[src/rtl/sram_ctrl_pkg.sv]
// Shared types and constants for the two-port SRAM controller.
// The optional round-robin arbitration is enabled by SRAM_CTRL_ROUND_ROBIN_EN.
package sram_ctrl_pkg;

    typedef enum logic [2:0] {
        ST_IDLE,
        ST_ADDR,
        ST_PULSE,
        ST_HOLD,
        ST_RESP
    } state_t;

    localparam int SRAM_ADDR_W = 7;
    localparam int SRAM_DATA_W = 32;

    localparam logic PORT_A = 1'b0;
    localparam logic PORT_B = 1'b1;

endpackage

[src/rtl/sram_ctrl_arb.sv]
// Two-requester arbiter producing a one-hot grant {B, A}.
// SRAM_CTRL_ROUND_ROBIN_EN: alternate on ties; otherwise port B has fixed priority.
module sram_ctrl_arb
    import sram_ctrl_pkg::*;
(
`ifdef SRAM_CTRL_ROUND_ROBIN_EN
    input  logic       clk,
    input  logic       rst_n,
    input  logic       accept,
`endif
    input  logic       a_req,
    input  logic       b_req,
    output logic [1:0] gnt
);

`ifdef SRAM_CTRL_ROUND_ROBIN_EN
    logic last;

    // Remembers the most recently granted port; resets to B so A wins the first tie.
    always_ff @(posedge clk or negedge rst_n) begin
        if (!rst_n) begin
            last <= PORT_B;
        end else if (accept) begin
            last <= gnt[1] ? PORT_B : PORT_A;
        end
    end

    always_comb begin
        gnt = 2'b00;
        if (a_req && b_req) begin
            gnt = (last == PORT_B) ? 2'b01 : 2'b10;
        end else if (a_req) begin
            gnt = 2'b01;
        end else if (b_req) begin
            gnt = 2'b10;
        end
    end
`else
    always_comb begin
        gnt = 2'b00;
        if (b_req) begin
            gnt = 2'b10;
        end else if (a_req) begin
            gnt = 2'b01;
        end
    end
`endif

endmodule

[src/rtl/sram_ctrl.sv]
// Two-port SRAM access controller: arbitrates ports A and B and sequences
// address setup, strobe pulse, hold and response. Macro: SRAM_CTRL_ROUND_ROBIN_EN.
module sram_ctrl
    import sram_ctrl_pkg::*;
#(
    parameter int ADDR_W       = SRAM_ADDR_W,
    parameter int DATA_W       = SRAM_DATA_W,
    parameter int PULSE_CYCLES = 1
) (
    input  logic              clk,
    input  logic              rst_n,
    input  logic              a_req,
    input  logic              a_we,
    input  logic [ADDR_W-1:0] a_addr,
    input  logic [DATA_W-1:0] a_wdata,
    output logic              a_gnt,
    output logic              a_done,
    output logic [DATA_W-1:0] a_rdata,
    input  logic              b_req,
    input  logic              b_we,
    input  logic [ADDR_W-1:0] b_addr,
    input  logic [DATA_W-1:0] b_wdata,
    output logic              b_gnt,
    output logic              b_done,
    output logic [DATA_W-1:0] b_rdata,
    output logic [ADDR_W-1:0] sram_addr,
    output logic              sram_addr_ready,
    output logic              sram_read_pulse,
    output logic              sram_write_pulse,
    output logic [DATA_W-1:0] sram_datain,
    input  logic [DATA_W-1:0] sram_dataout
);

    state_t     state;
    state_t     next_state;
    logic [3:0] cnt;
    logic       we_q;
    logic       owner_q;
    logic [1:0] arb_gnt;
    logic       accept;

    sram_ctrl_arb u_arb (
`ifdef SRAM_CTRL_ROUND_ROBIN_EN
        .clk    (clk),
        .rst_n  (rst_n),
        .accept (accept),
`endif
        .a_req  (a_req),
        .b_req  (b_req),
        .gnt    (arb_gnt)
    );

    assign accept = (state == ST_IDLE) && (a_req || b_req);
    assign a_gnt  = (state == ST_IDLE) && arb_gnt[0];
    assign b_gnt  = (state == ST_IDLE) && arb_gnt[1];
    assign a_done = (state == ST_RESP) && (owner_q == PORT_A);
    assign b_done = (state == ST_RESP) && (owner_q == PORT_B);

    always_comb begin
        next_state = state;
        case (state)
            ST_IDLE:  if (accept) next_state = ST_ADDR;
            ST_ADDR:  next_state = ST_PULSE;
            ST_PULSE: if (cnt == 4'(PULSE_CYCLES - 1)) next_state = ST_HOLD;
            ST_HOLD:  next_state = ST_RESP;
            ST_RESP:  next_state = ST_IDLE;
            default:  next_state = ST_IDLE;
        endcase
    end

    // SRAM-facing strobes are registered from next_state so they never glitch.
    always_ff @(posedge clk or negedge rst_n) begin
        if (!rst_n) begin
            state            <= ST_IDLE;
            cnt              <= 4'd0;
            we_q             <= 1'b0;
            owner_q          <= PORT_A;
            sram_addr        <= '0;
            sram_datain      <= '0;
            sram_addr_ready  <= 1'b0;
            sram_read_pulse  <= 1'b0;
            sram_write_pulse <= 1'b0;
        end else begin
            state            <= next_state;
            cnt              <= (state == ST_PULSE) ? cnt + 4'd1 : 4'd0;
            sram_addr_ready  <= (next_state == ST_ADDR) || (next_state == ST_PULSE)
                                || (next_state == ST_HOLD);
            sram_read_pulse  <= (next_state == ST_PULSE) && !we_q;
            sram_write_pulse <= (next_state == ST_PULSE) && we_q;
            if (accept) begin
                we_q        <= arb_gnt[1] ? b_we : a_we;
                owner_q     <= arb_gnt[1] ? PORT_B : PORT_A;
                sram_addr   <= arb_gnt[1] ? b_addr : a_addr;
                sram_datain <= arb_gnt[1] ? b_wdata : a_wdata;
            end
        end
    end

    // Read data is captured at the end of HOLD, after the SRAM updated on the strobe's fall.
    always_ff @(posedge clk or negedge rst_n) begin
        if (!rst_n) begin
            a_rdata <= '0;
            b_rdata <= '0;
        end else if ((state == ST_HOLD) && !we_q) begin
            if (owner_q == PORT_B) begin
                b_rdata <= sram_dataout;
            end else begin
                a_rdata <= sram_dataout;
            end
        end
    end

endmodule

[config.mk]
export PLATFORM = sky130hd
export DESIGN_NAME = sram_ctrl
export DESIGN_NICKNAME = d
export VERILOG_FILES = /design/src/rtl/sram_ctrl_pkg.sv /design/src/rtl/sram_ctrl_arb.sv /design/src/rtl/sram_ctrl.sv
export SDC_FILE = /design/constraint.sdc
export NUM_CORES = 1
export LEC_CHECK = 0
export ABC_AREA = 1
export CAP_MARGIN = 20
export CORE_MARGIN = 3
export CORE_UTILIZATION = 35
export CTS_BUF_LIST = sky130_fd_sc_hd__clkbuf_2
export CTS_CLUSTER_SIZE = 28
export DETAILED_ROUTE_END_ITERATION = 6
export GPL_ROUTABILITY_DRIVEN = 0
export PLACE_DENSITY_LB_ADDON = 0.15
export SLEW_MARGIN = 20
export SYNTH_ARGS = -nofsm -noshare
export SYNTH_HDL_FRONTEND = slang
export SYNTH_SLANG_ARGS = --single-unit
[constraint.sdc]
create_clock -name clk -period 2.5 [get_ports clk]
set_input_delay 0.25 -clock clk [delete_from_list [all_inputs] [get_ports clk]]
set_output_delay 0.25 -clock clk [all_outputs]
set_load 0.01 [all_outputs]
==> results of run 1 <==
## flip-flops by register name, indices dropped and copies added, names as in the netlist
register / cells
owner_q: 1
sram_datain: 32
sram_addr: 7
we_q: 1
sram_read_pulse: 1
b_rdata: 32
sram_addr_ready: 1
a_rdata: 32
cnt: 4
state: 3
sram_write_pulse: 1
## metrics by stage
step	instances	setup WS, ns	util	total power (uW)	instance area, um2
detailed placement	887	0.391	0.555	7290	7150
global placement	887	0.435	0.555	7190	7150
CTS	920	0.0144	0.577	8630	7430
global route	920	0.0241	0.577	9190	7430
finish	920	0.196	0.577	8500	7430
floorplan	512	1.05	-	4900	4720
## layout by cell type (no fill, tap or decap)
master	n
nor2_2	1
nor2_4	1
o21ai_0	147
clkbuf_2	17
ha_1	2
bufinv_16	3
dlygate4sd3_1	1
dlymetal6s2s_1	1
xnor2_1	1
nor2_1	12
nand2_1	113
nand3_2	3
nand3_1	3
inv_1	44
clkinv_4	3
or2_2	40
clkinvlp_4	6
clkdlybuf4s50_1	223
inv_6	2
clkinv_1	1
a21oi_1	1
buf_12	3
buf_4	5
dfrtp_1	115
## area by class of cell
class	count	area share
repair buffers	233	0.316
multi-input cells	324	0.209
clock inverters	15	0.0246
well taps	172	0.0289
inverters	44	0.0222
flip-flops and latches	115	0.387
clock buffers	17	0.0114
## worst reg2reg max path: stages (launching register included)
cell	delay (ns)
dfrtp_1	0.46
nand2_1	0.11
nor2_2	0.15
nand3_2	0.47
buf_12	0.38
nand2_1	0.07
o21ai_0	0.08
## cells in the mapped netlist (all sizes together)
cell type / number
ha: 2
a21oi: 1
xnor2: 1
nand3: 6
nand2: 113
nor2: 14
inv: 44
clkbuf: 23
buf: 6
or2: 40
dfrtp: 115
o21ai: 147
## path summary, 6_finish.rpt
kind	startpoint	slack, ns	depth (start not counted)	to
worst min register to register	we_q$_DFFE_PN0P_	0.47	1	sram_read_pulse$_DFF_PN0_
worst min-delay path	sram_dataout[24]	0.15	3	b_rdata[24]$_DFFE_PN0P_
worst max-delay path	state[0]$_DFF_PN0_	0.20	4	a_gnt
max in group asynchronous	rst_n	1.56	3	a_rdata[31]$_DFFE_PN0P_
worst max register to register	state[1]$_DFF_PN0_	0.68	6	a_rdata[9]$_DFFE_PN0P_
min in group asynchronous	rst_n	0.17	2	a_rdata[7]$_DFFE_PN0P_
## timing repair
item | 4_1_cts | 5_1_grt
endpoints found under the hold margin | 52 | 0
pin swaps | 0 | 0
hold buffers | 1 | 0
gates resized for setup | 1 | 2
endpoints found under the setup margin | 4 | 4
## kinds of logic (layout without fill, tap and decap cells)
logic type	Yosys count	count (layout)	share of synthesized area
AO/OA/AOI/OAI	148	148	0.157
XOR/XNOR	1	1	0.00186
adder cells (fa/ha/maj)	2	2	0.00530
buffers and inverters	73	309	0.0615
flip-flops	115	115	0.610
AND/OR/NAND/NOR	173	173	0.164
## power by group through the flow
stage          Sequential, uW  Clock, uW  Combinational (uW)
6_report                 3290       1300                3910
5_1_grt                  3410       1450                4330
4_1_cts                  3290       1360                3980
3_5_place_dp             3320          0                3980
3_3_place_gp             3290          0                3900
2_1_floorplan            3680          0                1210
## routing by layer
layer	wire, um	vias to the layer above
met5	0	-
met1	5250	1929
met2	6490	170
met4	90	0
li1	-	2086
met3	1230	6
==> impl_metrics.tcl, run 1 <==
set metrics [dict create \
    hold_class "in2reg" \
    outcome "complete, no violations" \
    routed_via_density 4.56 \
    clockBufferDepth 2 \
    syn-mean-instance-area_um2 9.21 \
    grt_remaining_overflow 0 \
    arrival_ns 2.05 \
    io_pins 226 \
    ant_nets 0 \
    clock_skew_ns 0.0146 \
    slew_headroom 0.538 \
    p_int_uw 5450 \
    cts_setup_buffers 0 \
    period_share 0.922 \
    crit_buf_inv 1 \
    fp-row-count 41 \
    setup.worst_path.end_class "primary output" \
    slowest_stage "clkdlybuf4s50_1" \
    diodes 0 \
    antenna_found_initial 0 \
    worstSetupPathType "reg2out" \
    route.detailed.drc 0 \
    ys_types 16 \
    rsz0062_at_grt "no" \
    setup_violations 0 \
    layout-drive-gt1-share 0.112 \
    timing.max_cap.violations 0 \
    worstMarginPinSlew_ns 0.693 \
    grt_use_met3 0.0761 \
    worstPathRequired_ns 2.25 \
    ys_top_cells_by_area "dfrtp_1, o21ai_0, nand2_1" \
    pwr_density_cell_nw_per_um2 1140 \
    synthesis.area_um2 4720 \
    die_x_um 122 \
    synth-seq-cells 115 \
    vias 4191 \
    cp_max_fo 5 \
    dieArea_um2 14900 \
    fillers 1148 \
    fmax_mhz 434 \
    path_clk_slew_ns 0.19 \
    dp_hpwl_um 9670 \
    cpLargestDelayFamily "buffers and inverters" \
    yosysTopAreaCell "dfrtp_1" \
    ys_seq_area_frac 0.610 \
    pwr-share-clk 0.153 \
    cts_buffers 17 \
    synth_warnings 0 \
    fin_nets 853 \
    grt_first_pass_wirelength_um 20500 \
    drt-pass1-iter-count 5 \
    fin_tns_setup_ns 0 \
    hold_slack_ns 0.148 \
    htreeDepth 4 \
    port_buffers 225 \
    cts_tree "yes" \
    use_met1 0.207 \
    switching_power_uw 3050 \
    clk_latency_ns 0.64 \
    slew_viol_final 0 \
    cts.root.buffer_cell "clkbuf_2" \
    grtUsageTotal 0.178 \
    critical_path.cell_chain "nor2_4 > nand3_1 > nor2_1 > clkdlybuf4s50_1" \
    min_period_ns 2.30 \
    area_growth_pct 57.6 \
    core_area_um2 12900 \
    grt_pass1_vias 4092 \
    cp-start-kind "flip-flop" \
    regArea_um2 2880 \
    syn_nets 630 \
    p_seq_frac 0.387 \
    hold_viol 0 \
    wl_per_cell_um 14.2 \
    power_leakage_uw 0.00339 \
    grt_max_degree 85 \
    wirelength_um 13100 \
    multiInputGateArea_um2 1560 \
    peakVddDrop_v 0.000504 \
    die-height_um 122 \
    start_util 0.366 \
    slowest_delay_ns 0.57 \
    grt.busiest_layer "met2" \
    swShare 0.359 \
    drtIter0Drc 227 \
    comb_power_share 0.460 \
    grt_use_met2 0.301 \
    synth_top_area_frac 0.610 \
    clkSinkCount 115 \
    postSynthCellCount 512 \
]
No activity file was read; power rests on OpenSTA's default activity.
==> run 2, diff against run 1 <==
Settings changed: SLEW_MARGIN 20 to default.
==> results of run 2 <==
The final DEF is identical to that of run 1; final timing and power are the same.
